**src/rtl/bus_mux_pkg.sv**
```systemverilog
// bus_mux_pkg: shared constants and helpers for the bus_arb_mux slice.
//   MODE_FIXED / MODE_RR : values of the bus_arb_mux mode input.
//   slice_lo()           : low bit of channel idx in a flattened data bus.
package bus_mux_pkg;

    localparam logic MODE_FIXED = 1'b0;
    localparam logic MODE_RR    = 1'b1;

    function automatic int unsigned slice_lo(input int unsigned idx,
                                             input int unsigned width);
        return idx * width;
    endfunction

endpackage

```
**src/rtl/bus_arb_mux_rr_arbiter.sv**
```systemverilog
// rr_arbiter: combinational round-robin arbiter.
//   req       : per-channel request vector
//   ptr       : last granted channel; the search starts at ptr+1
//   gnt_valid : some request was found
//   gnt_idx   : index of the granted channel
module rr_arbiter #(
    parameter  int NCH  = 16,
    localparam int SELW = $clog2(NCH)
) (
    input  logic [NCH-1:0]  req,
    input  logic [SELW-1:0] ptr,
    output logic            gnt_valid,
    output logic [SELW-1:0] gnt_idx
);

    logic [2*NCH-1:0] dbl;

    // Lower copy keeps only channels above ptr, upper copy keeps all of them,
    // so a plain lowest-first scan visits ptr+1 .. NCH-1, 0 .. ptr.
    always_comb begin
        dbl = '0;
        for (int unsigned i = 0; i < NCH; i++) begin
            dbl[i]       = req[i] && (SELW'(i) > ptr);
            dbl[NCH + i] = req[i];
        end
    end

    always_comb begin
        gnt_valid = 1'b0;
        gnt_idx   = '0;
        for (int unsigned i = 0; i < 2 * NCH; i++) begin
            if (dbl[i] && !gnt_valid) begin
                gnt_valid = 1'b1;
                gnt_idx   = (i >= NCH) ? SELW'(i - NCH) : SELW'(i);
            end
        end
    end

endmodule

```
**src/rtl/bus_arb_mux.sv**
```systemverilog
// bus_arb_mux: NCH-channel valid/ready multiplexer onto one registered output.
//   clk, rst        : clock, asynchronous active-high reset
//   en              : global enable for accepting new input
//   mode, sel       : 0 = fixed channel sel, 1 = round-robin
//   in_data/valid   : flattened channel data and per-channel valid
//   in_ready        : per-channel ready (one-hot or zero)
//   out_data/valid  : registered output, drained by out_ready
//   out_chan        : channel that supplied out_data
module bus_arb_mux
    import bus_mux_pkg::*;
#(
    parameter  int WIDTH = 8,
    parameter  int NCH   = 16,
    localparam int SELW  = $clog2(NCH)
) (
    input  logic                 clk,
    input  logic                 rst,
    input  logic                 en,
    input  logic                 mode,
    input  logic [SELW-1:0]      sel,
    input  logic [NCH*WIDTH-1:0] in_data,
    input  logic [NCH-1:0]       in_valid,
    output logic [NCH-1:0]       in_ready,
    output logic [WIDTH-1:0]     out_data,
    output logic                 out_valid,
    input  logic                 out_ready,
    output logic [SELW-1:0]      out_chan
);

    logic [SELW-1:0]  rr_ptr;
    logic             rr_valid;
    logic [SELW-1:0]  rr_idx;
    logic             fix_valid;
    logic             granted;
    logic [SELW-1:0]  gnt;
    logic             load_ok;
    logic             transfer;
    logic [WIDTH-1:0] gnt_data;

    rr_arbiter #(.NCH(NCH)) u_rr (
        .req       (in_valid),
        .ptr       (rr_ptr),
        .gnt_valid (rr_valid),
        .gnt_idx   (rr_idx)
    );

    assign load_ok = !out_valid || out_ready;

    // Compare against every real channel so sel >= NCH simply matches nothing.
    always_comb begin
        fix_valid = 1'b0;
        for (int unsigned i = 0; i < NCH; i++) begin
            if (sel == SELW'(i) && in_valid[i]) begin
                fix_valid = 1'b1;
            end
        end
    end

    always_comb begin
        if (mode == MODE_RR) begin
            granted = rr_valid;
            gnt     = rr_idx;
        end else begin
            granted = fix_valid;
            gnt     = sel;
        end
    end

    always_comb begin
        in_ready = '0;
        for (int unsigned i = 0; i < NCH; i++) begin
            in_ready[i] = !rst && en && load_ok && granted && (gnt == SELW'(i));
        end
    end

    // A grant always implies in_valid[gnt], so any ready bit is a handshake.
    assign transfer = |in_ready;

    always_comb begin
        gnt_data = '0;
        for (int unsigned i = 0; i < NCH; i++) begin
            if (gnt == SELW'(i)) begin
                gnt_data = in_data[slice_lo(i, WIDTH) +: WIDTH];
            end
        end
    end

    always_ff @(posedge clk or posedge rst) begin
        if (rst) begin
            out_data  <= '0;
            out_valid <= 1'b0;
            out_chan  <= '0;
            rr_ptr    <= SELW'(NCH - 1);
        end else if (load_ok) begin
            out_valid <= transfer;
            if (transfer) begin
                out_data <= gnt_data;
                out_chan <= gnt;
                if (mode == MODE_RR) begin
                    rr_ptr <= gnt;
                end
            end
        end
    end

endmodule

```
**config.mk**
```make
export PLATFORM = sky130hd
export DESIGN_NAME = bus_arb_mux
export DESIGN_NICKNAME = d
export VERILOG_FILES = /design/src/rtl/bus_mux_pkg.sv /design/src/rtl/bus_arb_mux_rr_arbiter.sv /design/src/rtl/bus_arb_mux.sv
export SDC_FILE = /design/constraint.sdc
export NUM_CORES = 1
export LEC_CHECK = 0
export BUFFER_PORTS_ARGS = -buffer_cell sky130_fd_sc_hd__buf_2
export CAP_MARGIN = 20
export CORE_MARGIN = 2
export CORE_UTILIZATION = 48
export DETAILED_ROUTE_END_ITERATION = 7
export PLACE_DENSITY = 0.85
export SLEW_MARGIN = 5
export SYNTH_ARGS = -nofsm -noshare
export SYNTH_HDL_FRONTEND = slang
export SYNTH_HIERARCHICAL = 1
export SYNTH_SLANG_ARGS = --single-unit
```
**constraint.sdc**
```tcl
create_clock -name clk -period 4.55 [get_ports clk]
set_input_delay 0.455 -clock clk [delete_from_list [all_inputs] [get_ports clk]]
set_output_delay 0.455 -clock clk [all_outputs]
set_load 0.01 [all_outputs]
```
==> flow_metrics.py, run 1 <==
metrics = {
    "route": {
        "wl_per_cell_um": 19.66,
        "antenna_left": 0,
        "wirelength_mm": 13.51,
        "drc": 0,
        "vias_per_cell": 6.297,
        "first_pass_iters": 7,
        "routed-via-count": 4326,
        "drt-initial-drc-count": 425,
    },
    "critical_path": {
        "critPathArrivalTime_ns": 3.74,
        "critPathTopFamily": "simple AND/OR/NAND/NOR gates",
        "slowest_delay_ns": 0.75,
        "crit_buf_inv": 1,
        "cp_cell_sequence": "o21bai_2, a41oi_4, nor4b_4, nand2_1, o211ai_2, and3b_1, or2_0, nand2_1, nor2_1, buf_2",
        "setup.worst_path.end_class": "primary output",
        "worstSetupPathType": "reg2out",
        "path_common_cell": "nand2_1",
        "reg2reg_to": "out_data[0]$_DFFE_PP0P_",
        "reg2reg_from": "rr_ptr[2]$_DFFE_PP1P_",
        "critPathRequiredTime_ns": 4.09,
        "reg2reg_depth": 11,
        "worst_setup_path_start_kind": "flip-flop",
        "slowest_stage": "dfstp_2",
        "reg2reg_slack_ns": 0.64,
        "path_max_fanout": 18,
    },
    "yosys": {
        "yosys_warnings": 6,
        "syn_area_um2": 3381,
        "synthCells": 437,
        "ys_seq_area_share_pct": 12.73,
        "ys_ff_latch": 17,
        "avgSynthCellArea_um2": 7.736,
        "yosysUniqueCellTypes": 91,
        "ys.flop_type": "dfrtp_1",
        "synth_edf_count": 0,
        "async_reset_ff_share_pct": 100.0,
        "synth_nets": 590,
    },
    "job": {
        "drv_cap": 0,
    },
    "hold_path": {
        "worstHoldPathType": "in2async",
    },
    "floorplanning": {
        "die_height_um": 87.93,
        "fp.coreArea_um2": 6794,
        "dieArea_um2": 7731,
        "row_count": 30,
        "initial_core_util_pct": 49.76,
        "die_w_um": 87.93,
        "ios": 182,
    },
    "sta": {
        "tightest_slew_ns": 0.7669,
        "clock_skew_ns": 0.002455,
        "fin_crit_ns": 4.195,
        "setup_viol": 0,
        "drv_slew": 0,
        "timing.final.crit_share_pct": 92.20,
        "clock.fmax_mhz": 238.4,
        "hold_viol": 0,
        "slew-limit-headroom_pct": 48.88,
        "rsz0062_at_grt": "no",
        "tns_ns": 0,
    },
    "clock_network": {
        "cts_buffer_depth": 2,
        "cts_tree": "done",
        "cts-htree-levels": 1,
        "ctsHoldBuffers": 0,
        "cts_buffers": 3,
        "cts_setup_buffers": 0,
        "clkSinkCount": 17,
        "clkLatencyLatePin_ns": 0.27,
        "cts_root_buf": "clkbuf_8",
        "path_clk_slew_ns": 0.08,
        "cts_resized": 0,
    },
    "power_and_ir_drop": {
        "p_total_uw": 2340,
        "peakVddDrop_v": 0.0003136,
        "p_leak_uw": 0.001846,
        "power.density_nw_per_um2": 549.0,
    },
    "finish": {
        "insertedDiodeCount": 0,
        "final_core_util_pct": 62.74,
        "layout_commonest_cell": "buf_2",
        "drive_above_1_share_pct": 41.46,
        "final_nets": 745,
        "syn2layout_area_growth_pct": 26.09,
        "nFillCells": 623,
        "final_cell_mix": "buf_2, nor2_1, nand2_1",
    },
    "grt": {
        "grt_max_degree": 34,
        "antenna_found_initial": 0,
        "grt_pass1_vias": 4174,
        "globalRouteTotalUtil_pct": 33.39,
        "grt_overflow": 0,
        "grt_pass1_wl_mm": 20.41,
    },
    "place": {
        "gp_congestion": 1.001,
        "dp_hpwl_mm": 10.55,
        "io_buffer_count": 181,
    },
    "run_status": {
        "status": "complete, no violations",
    },
}
cells by family (layout without fill, tap and decap cells):
group	after synthesis	count (layout)	synth area share, %
AO/OA/AOI/OAI	177	177	40.90
flip-flops	17	17	12.73
AND/OR/NAND/NOR	162	162	25.98
buffers and inverters	51	205	8.550
multiplexers	30	30	11.84
area by class of cell:
cell class	instances	area (um^2)	share of cell area [%]
sequential	17	430.4	10.10
multi-input combinational	369	2668	62.58
clock inverter	1	7.507	0.1761
inverter	16	60.06	1.409
tap	96	120.1	2.818
timing repair buffer	185	935.9	21.95
clock buffer	3	41.29	0.9686
report_power, final:
group / leakage, uW / internal, uW / switching (uW)
clock: 0.0000217 / 62.0 / 63.6
combinational: 0.00163 / 740 / 1120
sequential: 0.000197 / 233 / 124
metrics by stage:
stage	hold slack, ns	cell area, um^2	instances	setup slack (ns)
after floorplan	0.3864	3381	437	1.324
after global placement	0.4802	4214	683	0.7733
after detailed placement	0.4861	4214	683	0.6365
after CTS	0.2077	4263	687	0.3909
after global routing	0.2195	4263	687	0.1167
final	0.1984	4263	687	0.3549
worst min-delay path: stages:
cell and delay, ns:
buf_2 0.10, inv_1 0.04, buf_4 0.25
per-layer routing:
metal | global-route usage [%] | share of wire [%] | up-vias
met5 | 0 | 0 | -
met4 | 14.41 | 3.5 | 0
met3 | 4.901 | 9.2 | 45
met2 | 57.99 | 50 | 271
met1 | 40.97 | 38 | 1991
li1 | - | - | 2019
flip-flops by register name, summed over array words and instances (netlist names):
register,cells
out_data,8
out_chan,4
rr_ptr,4
out_valid,1
Yosys cell counts, types with 9 or more instances:
library cell,instances,share of area (%)
nand2_1,37,4.1
o21ai_0,22,3.3
inv_1,14,1.6
nor2_1,46,5.1
nand2b_1,10,1.9
buf_2,18,2.7
o22ai_1,10,1.9
nand3_1,15,2.2
a22oi_1,12,2.7
dfrtp_1,13,9.6
mux2_4,9,4.0
a31oi_1,11,2.0
a21oi_1,23,3.4
o211ai_1,14,3.1
worst max path at each step:
stage / startpoint / to / cells after the start
6_report: rr_ptr[2]$_DFFE_PP1P_ / in_ready[9] / 10
5_1_grt: rr_ptr[2]$_DFFE_PP1P_ / in_ready[13] / 10
4_1_cts: rr_ptr[2]$_DFFE_PP1P_ / in_ready[9] / 10
3_5_place_dp: in_valid[4] / out_data[2]$_DFFE_PP0P_ / 12
3_3_place_gp: in_valid[5] / in_ready[5] / 11
2_1_floorplan: in_valid[1] / in_ready[12] / 10
No activity file was read; power rests on OpenSTA's default activity.
==> inputs of run 2 (changes only) <==
Settings changed: BUFFER_PORTS_ARGS -buffer_cell sky130_fd_sc_hd__buf_2 to unset, CTS_CLUSTER_DIAMETER set to 150, DONT_BUFFER_PORTS set to 1, PLACE_DENSITY 0.85 to unset.
==> run 2 against run 1 <==
- sequential power grew 8.1%
- routed wire length fell by 7.6%
- sequential share of layout area is 2.7 points higher
- via count fell by 17%
- die area did not move
- critical path type unchanged
- critical endpoint is now in_ready[1]
- highest routed layer unchanged
==> flow_metrics.py, run 2 (synthesized netlist as in run 1, its figures left out) <==
metrics = {
    "critical_path": {
        "crit_buf_inv": 0,
        "slowest_stage": "dfstp_2",
        "reg2reg_slack_ns": 0.62,
        "slowest_delay_ns": 0.74,
        "setup.worst_path.end_class": "primary output",
        "path_common_cell": "nand2_1",
        "worstSetupPathType": "reg2out",
        "critPathArrivalTime_ns": 3.68,
        "worst_setup_path_start_kind": "flip-flop",
        "reg2reg_to": "out_data[2]$_DFFE_PP0P_",
        "critPathTopFamily": "simple AND/OR/NAND/NOR gates",
        "path_max_fanout": 18,
        "reg2reg_depth": 11,
        "cp_cell_sequence": "o21bai_2, a41oi_4, nor4b_4, nand2_1, o211ai_2, and3b_1, or2_0, nand2_1, nor2_1",
        "critPathRequiredTime_ns": 4.09,
        "reg2reg_from": "rr_ptr[2]$_DFFE_PP1P_",
    },
    "floorplanning": {
        "ios": 182,
        "die_height_um": 87.93,
        "dieArea_um2": 7731,
        "initial_core_util_pct": 49.76,
        "die_w_um": 87.93,
        "fp.coreArea_um2": 6794,
        "row_count": 30,
    },
    "finish": {
        "largest_reg_flops": 8,
        "insertedDiodeCount": 0,
        "regMostFlops": "out_data",
        "layout_commonest_cell": "nor2_1",
        "instances_no_fill": 507,
        "syn2layout_area_growth_pct": -0.5922,
        "final_core_util_pct": 49.47,
        "drive_above_1_share_pct": 15.57,
        "top_regs": "out_data: 8 flops, out_chan: 4 flops, rr_ptr: 4 flops",
        "final_nets": 565,
        "final_cell_mix": "nor2_1, nand2_1, a21oi_1",
    },
    "route": {
        "wl_per_cell_um": 24.62,
        "first_pass_iters": 5,
        "drt-initial-drc-count": 308,
        "routed-via-count": 3606,
        "wirelength_mm": 12.48,
        "antenna_left": 0,
        "vias_per_cell": 7.112,
        "drc": 0,
    },
    "sta": {
        "tns_ns": 0,
        "clock.fmax_mhz": 241.7,
        "hold_viol": 0,
        "setup_viol": 0,
        "fin_crit_ns": 4.137,
        "timing.final.crit_share_pct": 90.93,
        "rsz0062_at_grt": "no",
        "tightest_slew_ns": 0.7968,
        "slew-limit-headroom_pct": 46.88,
        "fin_ws_ns": 0.4128,
        "clock_skew_ns": 0.009391,
        "drv_slew": 0,
    },
    "power_and_ir_drop": {
        "intPower_uw": 968.1,
        "p_seq_share_pct": 17.4,
        "p_total_uw": 2215,
        "power.density_nw_per_um2": 659.0,
        "combPwrFrac_pct": 77.2,
        "p_leak_uw": 0.001111,
        "clkPwrFrac_pct": 5.4,
        "peakVddDrop_v": 0.0002911,
        "power.share.switching_pct": 56.28,
        "p_switching_uw": 1247,
    },
    "clock_network": {
        "cts-htree-levels": 1,
        "clkSinkCount": 17,
        "cts_root_buf": "clkbuf_8",
        "cts_buffers": 3,
        "path_clk_slew_ns": 0.08,
        "clkLatencyLatePin_ns": 0.26,
        "cts_tree": "done",
        "cts_resized": 0,
        "cts_buffer_depth": 2,
        "cts_setup_buffers": 0,
        "ctsHoldBuffers": 0,
    },
    "place": {
        "place_ws_ns": 0.7078,
        "place_inst": 503,
        "gp_congestion": 0.8882,
        "dp_hpwl_mm": 9.528,
        "io_buffer_count": 0,
    },
    "grt": {
        "grt_overflow": 0,
        "globalRouteTotalUtil_pct": 30.57,
        "grt_pass1_vias": 3187,
        "grt_pass1_wl_mm": 18.24,
        "grt_util_met1_pct": 45.59,
        "busiest_layer": "met1",
        "antenna_found_initial": 0,
        "grt_max_degree": 33,
        "gr-usage-met2_pct": 43.39,
        "grt_util_met3_pct": 9.425,
    },
    "hold_path": {
        "worstHoldPathType": "in2async",
    },
    "job": {
        "drv_cap": 0,
    },
    "run_status": {
        "status": "complete, no violations",
    },
}
## run 2: changes by cell type in the layout (fill, tap and decap cells not counted)
| cell | previous run | this run |
|---|---|---|
| buf_2 | 181 | 0 |
| buf_4 | 4 | 5 |
| clkbuf_1 | 0 | 1 |
| clkinvlp_4 | 1 | 0 |
## run 2: layout make-up
cell class | count | area, um^2
tap | 96 | 120.1
sequential | 17 | 430.4
inverter | 16 | 60.06
multi-input combinational | 369 | 2668
timing repair buffer | 5 | 37.54
clock buffer | 4 | 45.04
fill | 707 | 3433
## run 2: worst max path at each step
stage / depth (start not counted) / to / slack [ns] / from
final: 9 / in_ready[1] / 0.41 / rr_ptr[2]$_DFFE_PP1P_
after global routing: 9 / in_ready[13] / 0.25 / rr_ptr[2]$_DFFE_PP1P_
after CTS: 9 / in_ready[13] / 0.49 / rr_ptr[2]$_DFFE_PP1P_
after detailed placement: 11 / out_data[4]$_DFFE_PP0P_ / 0.71 / rr_ptr[2]$_DFFE_PP1P_
after global placement: 11 / out_data[2]$_DFFE_PP0P_ / 0.78 / rr_ptr[2]$_DFFE_PP1P_
after floorplan: 10 / in_ready[12] / 1.32 / in_valid[1]
## run 2: power by group through the flow
stage | clock, uW | sequential [uW] | combinational (uW)
6_report | 119 | 386 | 1710
5_1_grt | 126 | 403 | 1850
4_1_cts | 123 | 384 | 1680
3_5_place_dp | 0 | 385 | 1670
3_3_place_gp | 0 | 384 | 1660
2_1_floorplan | 0 | 302 | 1450
## run 2: routing by layer
layer,wire length [um],up-vias
li1,-,1662
met1,5455,1732
met2,5435,205
met3,1503,7
met4,86,0
met5,0,-
## run 2: through the flow
step	instance area (um^2)	hold slack (ns)
3_5_place_dp	3316	0.4961
5_1_grt	3361	0.2536
2_1_floorplan	3381	0.3864
6_report	3361	0.1987
4_1_cts	3361	0.2139
3_3_place_gp	3316	0.5059
